### config.mk
export PLATFORM = sky130hd
export DESIGN_NAME = pc_fetch_ctrl
export DESIGN_NICKNAME = d
export VERILOG_FILES = /design/src/rtl/pc_fetch_ctrl.sv
export SDC_FILE = /design/constraint.sdc
export NUM_CORES = 1
export LEC_CHECK = 0
export CORE_UTILIZATION = 49
export CTS_CLUSTER_DIAMETER = 100
export CTS_CLUSTER_SIZE = 25
export DETAILED_ROUTE_END_ITERATION = 8
export PLACE_DENSITY = 0.91
export SYNTH_ARGS = -nofsm -noshare
export SYNTH_HDL_FRONTEND = slang
export SYNTH_SLANG_ARGS = --single-unit
### constraint.sdc
create_clock -name CLK -period 8.02 [get_ports CLK]
set_input_delay 1.203 -clock CLK [delete_from_list [all_inputs] [get_ports CLK]]
set_output_delay 1.203 -clock CLK [all_outputs]
set_load 0.02 [all_outputs]
### src/rtl/pc_fetch_ctrl.sv
// PC sequencing and instruction-fetch handshake controller.
// Picks the next PC with priority TRAP > branch > stall hold > PC+4, and raises a sticky fetch error on timeout or a misaligned target.
module pc_fetch_ctrl #(
  parameter logic [31:0] RESET_VECTOR = 32'h0000_0000,
  parameter int unsigned MAX_WAIT     = 15
) (
  input  logic        CLK,
  input  logic        RST,
  input  logic [31:0] PC_CUR,
  output logic        PC_EN,
  output logic [31:0] PC_IN,
  output logic        IMEM_REQ,
  output logic [31:0] IMEM_ADDR,
  input  logic        IMEM_ACK,
  output logic        INSTR_VALID,
  input  logic        STALL,
  input  logic        BR_TAKEN,
  input  logic [31:0] BR_TARGET,
  input  logic        TRAP,
  input  logic [31:0] TRAP_VEC,
  output logic        FETCH_ERR
);

  localparam int CNT_W = (MAX_WAIT < 2) ? 1 : $clog2(MAX_WAIT + 1);
  localparam logic [CNT_W-1:0] CNT_LAST = CNT_W'(MAX_WAIT - 1);

  typedef enum logic [1:0] {S_BOOT, S_FETCH, S_HOLD, S_ERR} state_t;

  state_t           state_q, state_d;
  logic             pend_vld_q, pend_vld_d;
  logic             pend_trap_q, pend_trap_d;
  logic [31:0]      pend_tgt_q, pend_tgt_d;
  logic [CNT_W-1:0] cnt_q, cnt_d;
  logic             err_q, err_d;

  logic        pc_en, req, valid;
  logic [31:0] pc_in;
  logic        live_vld, live_bad;
  logic [31:0] live_tgt, pc_plus4;

  always_comb begin
    state_d     = state_q;
    pend_vld_d  = pend_vld_q;
    pend_trap_d = pend_trap_q;
    pend_tgt_d  = pend_tgt_q;
    cnt_d       = cnt_q;
    err_d       = err_q;
    pc_en       = 1'b0;
    pc_in       = 32'h0;
    req         = 1'b0;
    valid       = 1'b0;

    // A same-cycle TRAP always shadows the branch, including its alignment check.
    live_vld = TRAP | BR_TAKEN;
    live_tgt = TRAP ? TRAP_VEC : BR_TARGET;
    live_bad = live_vld && (live_tgt[1:0] != 2'b00);
    pc_plus4 = PC_CUR + 32'd4;

    case (state_q)
      S_BOOT: begin
        pc_en   = 1'b1;
        pc_in   = RESET_VECTOR;
        state_d = S_FETCH;
      end
      S_FETCH: begin
        req = 1'b1;
        if (live_bad) begin
          err_d      = 1'b1;
          pend_vld_d = 1'b0;
          state_d    = S_ERR;
        end else if (!IMEM_ACK) begin
          // A later branch must not displace a trap already waiting for the ACK.
          if (TRAP || (BR_TAKEN && !(pend_vld_q && pend_trap_q))) begin
            pend_vld_d  = 1'b1;
            pend_trap_d = TRAP;
            pend_tgt_d  = live_tgt;
          end
          if (cnt_q == CNT_LAST) begin
            err_d      = 1'b1;
            pend_vld_d = 1'b0;
            state_d    = S_ERR;
          end
        end else if (live_vld || pend_vld_q) begin
          pc_en      = 1'b1;
          pend_vld_d = 1'b0;
          if (TRAP)                           pc_in = TRAP_VEC;
          else if (pend_vld_q && pend_trap_q) pc_in = pend_tgt_q;
          else if (BR_TAKEN)                  pc_in = BR_TARGET;
          else                                pc_in = pend_tgt_q;
        end else if (!STALL) begin
          valid = 1'b1;
          pc_en = 1'b1;
          pc_in = pc_plus4;
        end else begin
          valid   = 1'b1;
          state_d = S_HOLD;
        end
      end
      S_HOLD: begin
        if (live_bad) begin
          err_d   = 1'b1;
          state_d = S_ERR;
        end else if (live_vld) begin
          pc_en   = 1'b1;
          pc_in   = live_tgt;
          state_d = S_FETCH;
        end else if (!STALL) begin
          pc_en   = 1'b1;
          pc_in   = pc_plus4;
          state_d = S_FETCH;
        end
      end
      S_ERR: begin
        if (TRAP && (TRAP_VEC[1:0] == 2'b00)) begin
          pc_en   = 1'b1;
          pc_in   = TRAP_VEC;
          err_d   = 1'b0;
          state_d = S_FETCH;
        end
      end
      default: state_d = S_BOOT;
    endcase

    if (pc_en || (state_q == S_FETCH && IMEM_ACK) || state_d == S_ERR)
      cnt_d = '0;
    else if (state_q == S_FETCH)
      cnt_d = cnt_q + CNT_W'(1);
  end

  always_ff @(posedge CLK or posedge RST) begin
    if (RST) begin
      state_q     <= S_BOOT;
      pend_vld_q  <= 1'b0;
      pend_trap_q <= 1'b0;
      cnt_q       <= '0;
      err_q       <= 1'b0;
    end else begin
      state_q     <= state_d;
      pend_vld_q  <= pend_vld_d;
      pend_trap_q <= pend_trap_d;
      cnt_q       <= cnt_d;
      err_q       <= err_d;
    end
  end

  // Target payload is only meaningful while pend_vld_q is set.
  always_ff @(posedge CLK) begin
    pend_tgt_q <= pend_tgt_d;
  end

  assign PC_EN       = pc_en & ~RST;
  assign PC_IN       = RST ? 32'h0 : pc_in;
  assign IMEM_REQ    = req & ~RST;
  assign INSTR_VALID = valid & ~RST;
  assign IMEM_ADDR   = PC_CUR;
  assign FETCH_ERR   = err_q;

endmodule

# Yosys cells after proc, flatten, opt, wreduce, memory -nomap -nowiden
# Cells that the tools add are included.
[classes]
n_addsub = 2
mul = 0
div = 0
order_cmp = 0
n_eq_ne = 10
shifts = 0
mux = 49
n_bitwise = 7
reduce_logical = 19
[op_table]
columns = ["op", "count"]
rows = [
  ["32-bit 2-to-1 mux", 12],
  ["32-bit one-hot mux with 4 select lines", 1],
  ["32-bit by 3-bit adder with 32-bit output, second input constant", 1],
  ["1-bit 2-to-1 mux", 22],
  ["2-bit 2-to-1 mux", 9],
  ["4-bit 2-to-1 mux", 2],
  ["2-bit one-hot mux with 4 select lines", 1],
  ["2-bit equality test, second input constant", 3],
  ["3-bit inequality test, second input constant", 2],
  ["1-bit logical AND", 5],
  ["5-bit AND reduction", 1],
  ["4-bit by 1-bit adder with 4-bit output, second input constant", 1],
  ["4-bit equality test, second input constant", 1],
  ["2-bit logical NOT", 2],
  ["1-bit logical OR", 4],
  ["2-bit inequality test, second input constant", 2],
  ["1-bit one-hot mux with 4 select lines", 1],
  ["4-bit AND reduction", 1],
  ["2-bit nonzero test", 2],
  ["4-bit nonzero test", 1],
  ["1-bit bitwise AND", 3],
  ["3-bit by 1-bit inequality test with 1-bit output, second input constant", 1],
  ["1-bit inverter", 3],
  ["1-bit one-hot mux with 3 select lines", 1],
  ["5 further kinds", 5],
]
[totals]
regBits = 41
latch_bits = 0
ramBits = 0
romBits = 0
inputBits = 102
out_inout_bits = 68
elab_cells = 93
memories = 0

# Longest topological paths before layout
[logic_depth]
ltp_word = 9
depth_mapped = 8
mapped_depth_nobuf = 8

# Least setup slack after synthesis
# No wires, ideal clock.
[synth_path]
kind = "input to output"
start = "in BR_TAKEN"
end = "out PC_IN[20]"
t_arrival_ns = 2.629
required_time_ns = 6.817
slack_ns = 4.188
path_stages = 7
n_path_buf = 2
path_cell_list = "buf_4 -> or2_4 -> nor2_1 -> and2_1 -> buf_4 -> nand2_1 -> o22ai_1"
[synth_between]
elab_chain_cells = 8
elab_cells_between_ends = 13
cone_classes = "10 x mux; 1 x bitwise; 2 x reduce/logical"
[synth_lines]
columns = ["item", "line_no", "source"]
rows = [
  ["from (decl)", "17", "input logic BR_TAKEN,"],
  ["32-bit 2-to-1 mux", "88", "else if (BR_TAKEN) pc_in = BR_TARGET;"],
  ["32-bit 2-to-1 mux", "87", "else if (pend_vld_q && pend_trap_q) pc_in = pend_tgt_q;"],
  ["32-bit 2-to-1 mux", "86", "if (TRAP) pc_in = TRAP_VEC;"],
  ["32-bit 2-to-1 mux", "83", "end else if (live_vld || pend_vld_q) begin"],
  ["32-bit 2-to-1 mux", "71", "end else if (!IMEM_ACK) begin"],
  ["32-bit 2-to-1 mux", "67", "if (live_bad) begin"],
  ["32-bit one-hot mux with 4 select lines *", "59", "case (state_q)"],
  ["32-bit 2-to-1 mux *", "152", "assign PC_IN = RST ? 32'h0 : pc_in;"],
  ["to (decl)", "11", "output logic [31:0] PC_IN,"],
]
# Mark *: on every way between the ends. The rest lies on a longest branch, timed or not.

# Worst setup path in the final report
[layout_path]
start = "in BR_TAKEN"
end = "out PC_IN[26]"
# The elaborated chain is that of the path after synthesis.

==> impl_results.md <==
- Post-synth top area share: 21.7%
- GPL Wtd Cong: 1.00
- Most repeated library cell on the critical path: clkdlybuf4s50_1
- Bufs on Longest Clock Path: 2
- Vias: 4642
- Core Rows: 34
- First DRT Iteration DRCs: 571
- Startpoint types: input pin
- DR pass1 iterations: 6
- Slew margin rel.: 33.4%
- RSZ-0062 raised after global routing: no
- Remaining design rule violation count: 0
- Pwr dens: 117 mW/mm^2
- Tmin final: 5.73 ns
- Final hold violations: 0
- Leak: 0.00212 uW
- Clock Sinks: 41
- Slowest-stage cell, CP: a21boi_4
- Wire per inst: 20.5 um
- F_max: 175 MHz
- Vias in the first global route: 4591
- Skew-Pair Late Insertion Delay: 0.30 ns
- Chip width: 97.1 um
- Max Slew Vio Count: 0
- CP max FO: 19
- Via density: 6.29
- Synthesized netlist net count: 615
- Outcome: finished, final reports clean
- Worst-path clk slew: 0.09 ns
- Critical Path Max Stage Delay: 0.78 ns
- Core Box Area: 0.00872 sq mm
- Hold buffers post-CTS: 0
- Layout cell share with drive strength beyond 1: 10.2%
- Clk_skew: 0.00812 ns
- Setup violators final: 0
- HP Class: reg2reg
- Area grow syn2layout: 34.7%
- TritonCTS clock tree: built
- Starting Density: 50.8%
- Crit Path Class: in2out
- Synth top area cells: edfxtp_1, buf_4, dfrtp_1
- Tightest Pin Transition: 0.991 ns
- Number of flops mapped to enable cells by yosys: 32
- Cell taking the most area after synthesis: edfxtp_1
- Max IR drop VDD: 0.0620 mV
- Fin Setup TNS: 0 ns
- Synth Register Bits: 41
- Total grt overflow: 0
- Top FF cell, synth: edfxtp_1
- Number of clock buffers inserted by TritonCTS: 5
- Area occupied by multi-input gates: 0.00276 sq mm
- H-tree lvl count: 2
- Power, Total: 696 uW
- Mapped cell area: 0.00443 sq mm
- Cell Chain, Critical Path: clkdlybuf4s50_1 > a21boi_4 > buf_4 > mux2i_1 > nand2_1 > o211a_2 > a2111oi_0 > nor3_1 > clkdlybuf4s50_1
- Routed Wire Length: 15.1 mm
- Largest net degree at the start of global routing: 40
- Port Buffer Count: 169
- Seq. cell area: 0.00119 sq mm
- Post-synthesis sequential area ratio: 26.8%
- Max_cap viols: 0
- Initial antenna violation count: 0
- Setup bufs post-CTS: 0
- Final net count: 734
- CTS root buf: clkbuf_8
- Io pins: 170
- Crit end category: primary output
- Fin util: 68.4%
- Netlist cell types: 69
- DP Wirelength: 11.4 mm
- Ys async rst share: 22.0%
- Resized cells post-CTS: 0
- Synthesized netlist cell count: 510
- Die area: 0.00942 sq mm
- Synth Warn #: 0
- Critical Path RT: 6.82 ns
- Mean Syn Cell Area: 8.68 sq um
- Filler cells: 685
- First-pass GRT wire length: 23.3 mm
- Count of antenna diodes in the layout: 0
- All-Layer GR Usage: 30.7%
- Antenna viol nets, final: 0
- Die height: 97.1 um
- Fin crit share: 71.4%
- CP arrival: 4.53 ns
## flip-flops by register name (all words and copies together) (netlist names)
| name | cells |
|---|---|
| pend_trap_q | 1 |
| pend_tgt_q | 32 |
| state_q | 2 |
| cnt_q | 4 |
| FETCH_ERR | 1 |
| pend_vld_q | 1 |
## Yosys cell counts, types with 3 or more instances
cell      count
a22oi_1      12
nand3_1      12
dfrtp_1       9
o21ai_1      18
o21ai_2       5
a21boi_0      4
nand2_1      50
xor2_1       16
ha_1          3
mux2_2       11
buf_4        41
mux2_1       15
xnor2_1      12
o22ai_1      16
a31oi_1       5
a221oi_1      6
and3_1        9
o21ai_0      15
nor2_4        3
clkbuf_1      7
nor3_4        3
edfxtp_1     32
a21oi_1      27
o211ai_1      4
nor3_1       11
nand4_1       7
nor2b_1       7
buf_6         4
nand2b_1      7
a222oi_1      9
nor2_1       32
mux2i_1      20
a32oi_1       3
inv_1        16
mux2_4        8
buf_2        10
## logic make-up (layout without fill, tap and decap cells)
logic type	Yosys count	count (layout)	share of synthesized area (%)
AO/OA/AOI/OAI	142	142	21.8
XOR/XNOR	28	28	5.54
adder cells (fa/ha/maj)	3	3	0.848
buffers and inverters	79	199	11.1
flip-flops	41	41	26.8
multiplexers	54	54	13.8
AND/OR/NAND/NOR	163	163	20.1
## path summary, 6_finish.rpt
path                             from           to  slack, ns  cells after the start
min in group asynchronous         RST   pend_vld_q       1.29                      2
hold reg to reg              cnt_q[3]     cnt_q[3]       0.56                      2
setup reg to reg           pend_vld_q  pend_trap_q       4.70                      6
hold / removal               cnt_q[3]     cnt_q[3]       0.56                      2
setup / recovery             BR_TAKEN    PC_IN[26]       2.29                      9
max in group asynchronous         RST   state_q[0]       6.44                      2
## cell type report
cell class	count	share of cell area [%]
multi-input combinational	390	46.2
timing repair buffer	174	28.9
sequential	41	19.9
tap	108	2.27
clock buffer	6	1.38
inverter	17	1.07
clock inverter	2	0.231
## critical path: cells and delay by family
kind,cells,cell delay (ns)
AND/OR/NAND/NOR,2,0.18
AO/OA/AOI/OAI,3,1.25
multiplexers,1,0.22
buffers and inverters,3,1.65
## cell usage in the layout, fill, tap and decap left out, types with 5 or more instances in the layout
master and instances:
a21oi_1 27, a22oi_1 12, nor3_1 11, xnor2_1 12, nor2_1 32, mux2_4 8
mux2i_1 20, a31oi_1 5, o21ai_1 17, inv_1 16, o21ai_2 6, mux2_2 11
o22ai_1 16, nand2_1 50, nand3_1 12, and3_1 9, edfxtp_1 32, mux2_1 15
nand4_1 7, xor2_1 16, o21ai_0 15, nand2b_1 7, clkdlybuf4s50_1 168, dfrtp_1 9
a222oi_1 9, nor2b_1 7, clkbuf_8 6, a221oi_1 6, buf_4 5
## metal layers
| layer | global-route usage [%] | vias to the layer above | routed length (um) |
|---|---|---|---|
| met4 | 12.5 | 0 | 475 |
| li1 | - | 2112 | - |
| met2 | 50.9 | 337 | 7350 |
| met3 | 4.75 | 52 | 1450 |
| met1 | 40.1 | 2141 | 5850 |
| met5 | 0 | - | 0 |
## power breakdown
group,internal (uW),total [uW],switching (uW)
sequential,241,255,13.9
clock,70.0,152,82.3
combinational,138,288,150
total,450,696,246
## metrics by stage
stage                     std cells  instance area [sq um]  hold WS, ns  setup WS [ns]
after floorplan                 510                   4430        0.505           4.19
after global placement          730                   5870        0.522           2.34
after detailed placement        730                   5870        0.541           2.31
after CTS                       738                   5960        0.566           2.30
after global routing            738                   5960        0.588           2.11
final                           738                   5960        0.560           2.29
Note: power is estimated with default switching activity, not from simulation.
